==> src/rtl/srl_tap_delay.sv <==
// Purpose : WIDTH-bit delay line of DEPTH stages with a run-time tap select, SRL-mappable.
// Latency : addr+1 enabled edges from d to q; tap changes reach q combinationally.
// Backpres: none; en stalls the whole line and the fill count together.
//
// Ports:
//   clk, rst_n   clock, async active-low reset (control state only)
//   en           shift enable
//   clr          synchronous flush of the fill count (data stages untouched)
//   d            word shifted into stage 0
//   addr         tap select, clamped to DEPTH-1
//   q, q_valid   selected tap data, zeroed unless the tap holds data since reset/clr
//   fill         number of valid stages, 0..DEPTH
module srl_tap_delay #(
    parameter  int WIDTH = 8,
    parameter  int DEPTH = 32,
    localparam int AW    = $clog2(DEPTH)
) (
    input  logic             clk,
    input  logic             rst_n,
    input  logic             en,
    input  logic             clr,
    input  logic [WIDTH-1:0] d,
    input  logic [AW-1:0]    addr,
    output logic [WIDTH-1:0] q,
    output logic             q_valid,
    output logic [AW:0]      fill
);

    localparam logic [AW:0] FILL_MAX = (AW+1)'(DEPTH);
    localparam logic [AW:0] FILL_ONE = (AW+1)'(1);

    // Data stages carry no reset or clear so they can map onto shift-register
    // primitives; stale contents are hidden by the fill count instead.
    logic [WIDTH-1:0] stage [DEPTH];

    always_ff @(posedge clk) begin
        if (en) begin
            stage[0] <= d;
            for (int k = 1; k < DEPTH; k++) begin
                stage[k] <= stage[k-1];
            end
        end
    end

    // Fill counter: clr with en restarts at 1 because this cycle's d is valid.
    logic [AW:0] fill_q;
    logic [AW:0] fill_nxt;

    always_comb begin
        fill_nxt = fill_q;
        if (clr) begin
            fill_nxt = en ? FILL_ONE : '0;
        end else if (en && (fill_q != FILL_MAX)) begin
            fill_nxt = fill_q + FILL_ONE;
        end
    end

    always_ff @(posedge clk or negedge rst_n) begin
        if (!rst_n) begin
            fill_q <= '0;
        end else begin
            fill_q <= fill_nxt;
        end
    end

    assign fill = fill_q;

    // Tap clamp only exists when DEPTH leaves unused address codes.
    logic [AW-1:0] a_eff;

    if ((1 << AW) == DEPTH) begin : g_pow2
        assign a_eff = addr;
    end else begin : g_clamp
        localparam logic [AW-1:0] LAST = AW'(DEPTH - 1);
        assign a_eff = (addr > LAST) ? LAST : addr;
    end

    assign q_valid = (fill_q > {1'b0, a_eff});
    assign q       = q_valid ? stage[a_eff] : '0;

endmodule

==> config.mk <==
export PLATFORM = sky130hd
export DESIGN_NAME = srl_tap_delay
export DESIGN_NICKNAME = d
export VERILOG_FILES = /design/src/rtl/srl_tap_delay.sv
export SDC_FILE = /design/constraint.sdc
export NUM_CORES = 1
export LEC_CHECK = 0
export CAP_MARGIN = 20
export CORE_ASPECT_RATIO = 1.25
export CORE_MARGIN = 1.5
export CORE_UTILIZATION = 25
export DETAILED_ROUTE_END_ITERATION = 7
export PLACE_DENSITY = 0.53
export SYNTH_ARGS = -nofsm -noshare
export SYNTH_HDL_FRONTEND = slang
export SYNTH_SLANG_ARGS = --single-unit
==> constraint.sdc <==
create_clock -name clk -period 3.5 [get_ports clk]
set_input_delay 0.7 -clock clk [delete_from_list [all_inputs] [get_ports clk]]
set_output_delay 0.7 -clock clk [all_outputs]
set_load 0.02 [all_outputs]
# Yosys cells after proc, flatten, opt, wreduce, memory -nomap -nowiden
# Memories as Yosys holds them, arrays and structs flattened.
# Index checks and enable logic that the tools add are counted.
# Widths: inputs -> output; s select.
# totals
register_bits	6
ramBits	256
memories	1
# memory_table
memory	words	word_bits	rd	rd_ports_with_merged_regs	wr	line	rtl
stage	32	8	32	0	32	34	logic [WIDTH-1:0] stage [DEPTH];
# classes
n_addsub	1
n_lt_le_gt_ge	1
eq_ne	1
mux	6
n_reduce_logical	2
# ops
cell	n
$mux 6	2
$mux 8	1
$add 6x1->6 const B	1
$gt 6x5->1	1
$ne 6x6->1 const B	1
$mux 1	3
$reduce_bool 2->1	1
$logic_and 1x1->1	1

# Depth between registers and ports, before layout
# logic_depth
depth_word	4
depth_mapped	10
depth_no_buf	7

# Least setup slack after synthesis
# Ideal clock, no wire load.
# synth_path
kind	input -> output
start	input addr[1]
end	output q[0]
arrival_ns	2.946
required_ns	2.800
slack_ns	-0.146
path_stages	10
n_path_buf	3
path_cell_list	buf_6 buf_2 buf_1 inv_1 ha_1 nand2b_1 a21oi_1 a2111oi_0 nor3_1 a22o_1
# synth_between
elab_chain_cells	2
# synth_lines
element	line	rtl
start, declared	23	input logic [AW-1:0] addr,
$mem_v2 32x8 / $gt 6x5->1 (equally long branches)	n/a	
$mux 8 (*)	79	assign q = q_valid ? stage[a_eff] : '0;
end, declared	24	output logic [WIDTH-1:0] q,
# Mark *: on every way between the ends. The rest lies on a longest branch, timed or not.

# Final worst setup path
# layout_path
start	register fill_q[4], in the netlist fill[4]
end	output q[0]
# layout_between
elab_chain_cells	2
# layout_lines
element	line	rtl
start, declared	46	logic [AW:0] fill_q;
start signal, assigned	62	fill_q <= fill_nxt;
$gt 6x5->1	78	assign q_valid = (fill_q > {1'b0, a_eff});
$mux 8	79	
# No other way between the ends.

==> summary.log <==
INFO  outcome        outcome=complete, no violations
INFO  clock_tree     cts_max_level=1
INFO  place          dpl.hpwl=11600um
INFO  synthesis      syn_inst=452
INFO  clock_tree     cts_max_path_buffers=3
INFO  power          cellPowerDensity=549nW/um2
INFO  critical_path  worst_ep_arrival=2670ps
INFO  timing         final_hold_viol_count=0
INFO  synthesis      dominantRegCellSynth=edfxtp_1
INFO  floorplanning  boundaryPins=32
INFO  place          placement.io_buffers=31
INFO  floorplanning  fp.dieH=228um
INFO  power          leakagePower=4.05nW
INFO  clock_tree     tritoncts=yes
INFO  power          power_frac_clock=0.371
INFO  detailed_routing firstDrtPassIters=4
INFO  synthesis      synthMostInstantiatedCell=edfxtp_1
INFO  cells_and_area seq_area=7840um2
INFO  floorplanning  die_w=183um
INFO  cells_and_area share_of_post_route_cells_with_drive_strength_above_1=0.279
INFO  timing         postLayoutSetupSlackWorst=131ps
INFO  floorplanning  core_area=39900um2
INFO  power          power.share.sequential=0.563
INFO  power          power.share.switching=0.210
INFO  synthesis      synth_cell_types=29
INFO  synthesis      yosysWarnings=0
INFO  detailed_routing detail_route.wl_per_cell=18.3um
INFO  cells_and_area area_delta_synth_final=20.0%
INFO  critical_path  critPathKind=flop to output pin
INFO  cells_and_area multi_input_area=2190um2
INFO  synthesis      yosys.area_share.xor_xnor=0.00347
INFO  run            maxCapViolCount=0
INFO  synthesis      synth_edf_count=256
INFO  detailed_routing drc=0
INFO  power          cell_internal_pwr=5.25mW
INFO  cells_and_area inserted_diodes=0
INFO  timing         maxSlewHeadroom=0.521
INFO  synthesis      yosysTopAreaCell=edfxtp_1
INFO  timing         min_period_over_period=0.963
INFO  synthesis      synthesis.area=10100um2
INFO  global_route   pin_count_of_the_biggest_net_entering_global_routing=89
INFO  clock_tree     ctsHoldBuffers=0
INFO  timing         max_freq=297MHz
INFO  timing         worst_slew_pin_slew=718ps
INFO  clock_tree     clock_latency=520ps
INFO  critical_path  critical_path.startpoint=fill[4]$_DFFE_PN0P_
INFO  timing         setup-tns-final=0ps
INFO  critical_path  crit_path_start_kind=flop
INFO  clock_tree     numCtsBuffers=24
INFO  timing         holdWs=434ps
INFO  clock_tree     clock_sinks=262
INFO  synthesis      synth-compound-area-share=0.0335
INFO  detailed_routing vias=4635
INFO  timing         timing_max_transition_violations_final=0
INFO  cells_and_area final_util=0.303
INFO  detailed_routing avg_vias_per_cell=4.42
INFO  power          total_switching_power=1.40mW
INFO  critical_path  launching_point_of_the_worst_reg2reg_path=fill[1]$_DFFE_PN0P_
INFO  synthesis      synth_top_family_by_area=multiplexers
INFO  synthesis      syn-mean-instance-area=22.3um2
INFO  timing         fin_worst_skew=8.38ps
INFO  global_route   grt.total_usage=0.0939
INFO  power          worst_ir_drop_vdd=240uV
INFO  cells_and_area final_nets=552
INFO  cells_and_area layout_fillers=3770
INFO  global_route   grt-ovfl-total=0
INFO  synthesis      yosys.area.top_type_share=0.762
INFO  global_route   wire_length_of_the_first_global_routing_pass=30300um
INFO  critical_path  worstRegToRegCells=6
INFO  synthesis      yosys.area_share.adder=0.00868
INFO  timing         grt_setup_unrepaired=no
INFO  clock_tree     cts_clk_pin_slew_worst_paths=60ps
INFO  detailed_routing first_iter_violations=362
INFO  synthesis      muxShareOfSynthArea=0.148
INFO  place          post_place_worst_slack=-823ps
INFO  critical_path  worst-r2r-setup-slack=2010ps
INFO  synthesis      yosys.area_share.simple=0.0163
INFO  critical_path  worst_setup_path_endpoint=q[0]
INFO  detailed_routing postRouteAntennaNets=0
INFO  synthesis      synthTopCellsByCount=256 x edfxtp_1, 64 x mux4_2, 26 x a22oi_1, 17 x nand2_1, 10 x nor2_1
INFO  floorplanning  floorplan.die_area=41600um2
INFO  critical_path  worst-path-max-fanout=5
INFO  floorplanning  row_count=82
INFO  critical_path  rr_endpoint=fill[2]$_DFFE_PN0P_
INFO  critical_path  crit_required=2800ps
INFO  timing         setup-violations-final=0
INFO  timing         period_needed=3370ps
INFO  hold_path      worstHoldPathType=primary input to asynchronous set/reset pin
INFO  critical_path  end_kind=output pin
INFO  synthesis      synth-seq-cells=262
INFO  global_route   grt_pass1_vias=5062
INFO  global_route   grt_antenna_before_repair=0
INFO  clock_tree     cts.root.buffer_cell=clkbuf_16
INFO  synthesis      yosys-top-cells-area=edfxtp_1 76%, mux4_2 14%, a22oi_1 1.9%
INFO  power          power.combinational.fraction=0.066
INFO  detailed_routing detail_route.wirelength=19200um
INFO  synthesis      synth_async_sr_flop_share=0.0229
INFO  synthesis      ys_seq_area_frac=0.777
INFO  place          finalWeightedCongestion=0.755
INFO  synthesis      mappedNetlistNets=476
INFO  floorplanning  initial_utilization=0.253
stage by stage:
stage	cells	area [um2]	power, mW
final	1049	12100	6.64
after global routing	1049	12100	6.91
after CTS	1048	12100	6.75
after detailed placement	1002	11300	4.24
after global placement	1002	11300	4.21
after floorplan	452	10100	4.00
how the worst min path moves through the flow:
stage                                   endpoint  slack (ps)  cells past startpoint
after floorplan              fill[0]$_DFFE_PN0P_         400                      0
after global placement    stage[31][6]$_DFFE_PP_         420                      0
after detailed placement  stage[22][1]$_DFFE_PP_         430                      0
after CTS                    fill[2]$_DFFE_PN0P_         410                      1
after global routing         fill[5]$_DFFE_PN0P_         430                      1
final                        fill[2]$_DFFE_PN0P_         430                      1
cells by family (layout without fill, tap and decap cells):
logic type | count (synthesis) | count (layout)
flip-flops | 262 | 262
multiplexers | 67 | 67
AO/OA/AOI/OAI | 46 | 46
AND/OR/NAND/NOR | 38 | 38
buffers and inverters | 28 | 121
adder cells (fa/ha/maj) | 7 | 7
XOR/XNOR | 4 | 4
cells in the final DEF, fill, tap and decap left out, types with 2 or more instances in the layout:
| cell | instances |
|---|---|
| a211oi_1 | 2 |
| a21oi_1 | 4 |
| a22o_1 | 8 |
| a22oi_1 | 26 |
| buf_12 | 7 |
| buf_2 | 4 |
| buf_4 | 32 |
| buf_6 | 4 |
| buf_8 | 2 |
| clkbuf_1 | 8 |
| clkbuf_16 | 25 |
| clkdlybuf4s50_1 | 17 |
| clkinv_1 | 7 |
| clkinv_2 | 2 |
| dfrtp_1 | 6 |
| dlymetal6s2s_1 | 2 |
| edfxtp_1 | 256 |
| ha_1 | 5 |
| ha_4 | 2 |
| inv_1 | 6 |
| inv_2 | 2 |
| mux2i_1 | 2 |
| mux4_2 | 64 |
| nand2_1 | 17 |
| nand4_1 | 2 |
| nor2_1 | 10 |
| nor2b_1 | 2 |
| nor3_4 | 2 |
| o21ai_0 | 2 |
| xor2_1 | 3 |
power by group through the flow:
stage	clock network, mW	registers, mW	logic, mW
detailed placement	0	3.80	0.435
finish	2.47	3.74	0.436
floorplan	0	3.77	0.237
global placement	0	3.79	0.421
global route	2.67	3.76	0.471
CTS	2.57	3.74	0.444
routing by layer:
metal	GRT usage	vias to the layer above	wire, um
met4	0.0355	0	441
li1	-	2065	-
met2	0.164	83	10100
met5	0	-	0
met3	0.0158	26	652
met1	0.117	2461	8050
cell type report:
cell class / count / share of cell area
sequential: 262 / 0.648
tap: 504 / 0.0521
inverter: 8 / 0.00248
clock buffer: 33 / 0.0542
clock inverter: 10 / 0.00548
timing repair buffer: 70 / 0.0571
multi-input combinational: 162 / 0.181
flip-flops by register name (all words and copies together) (netlist names):
name	count
stage	256
fill	6
repair_timing:
item,in CTS,in global routing
buffers inserted,4,1
pin swaps,6,2
setup endpoints to repair,9,9
gates resized for setup,52,5
critical path: stages, from the launching register on:
cell and delay (ps):
dfrtp_1 510, ha_4 260, buf_4 140, a2111oi_4 350
buf_4 190, nor3_4 40, buf_4 180, buf_6 130
a22o_1 190, buf_4 160
(Power assumes the default switching activity.)
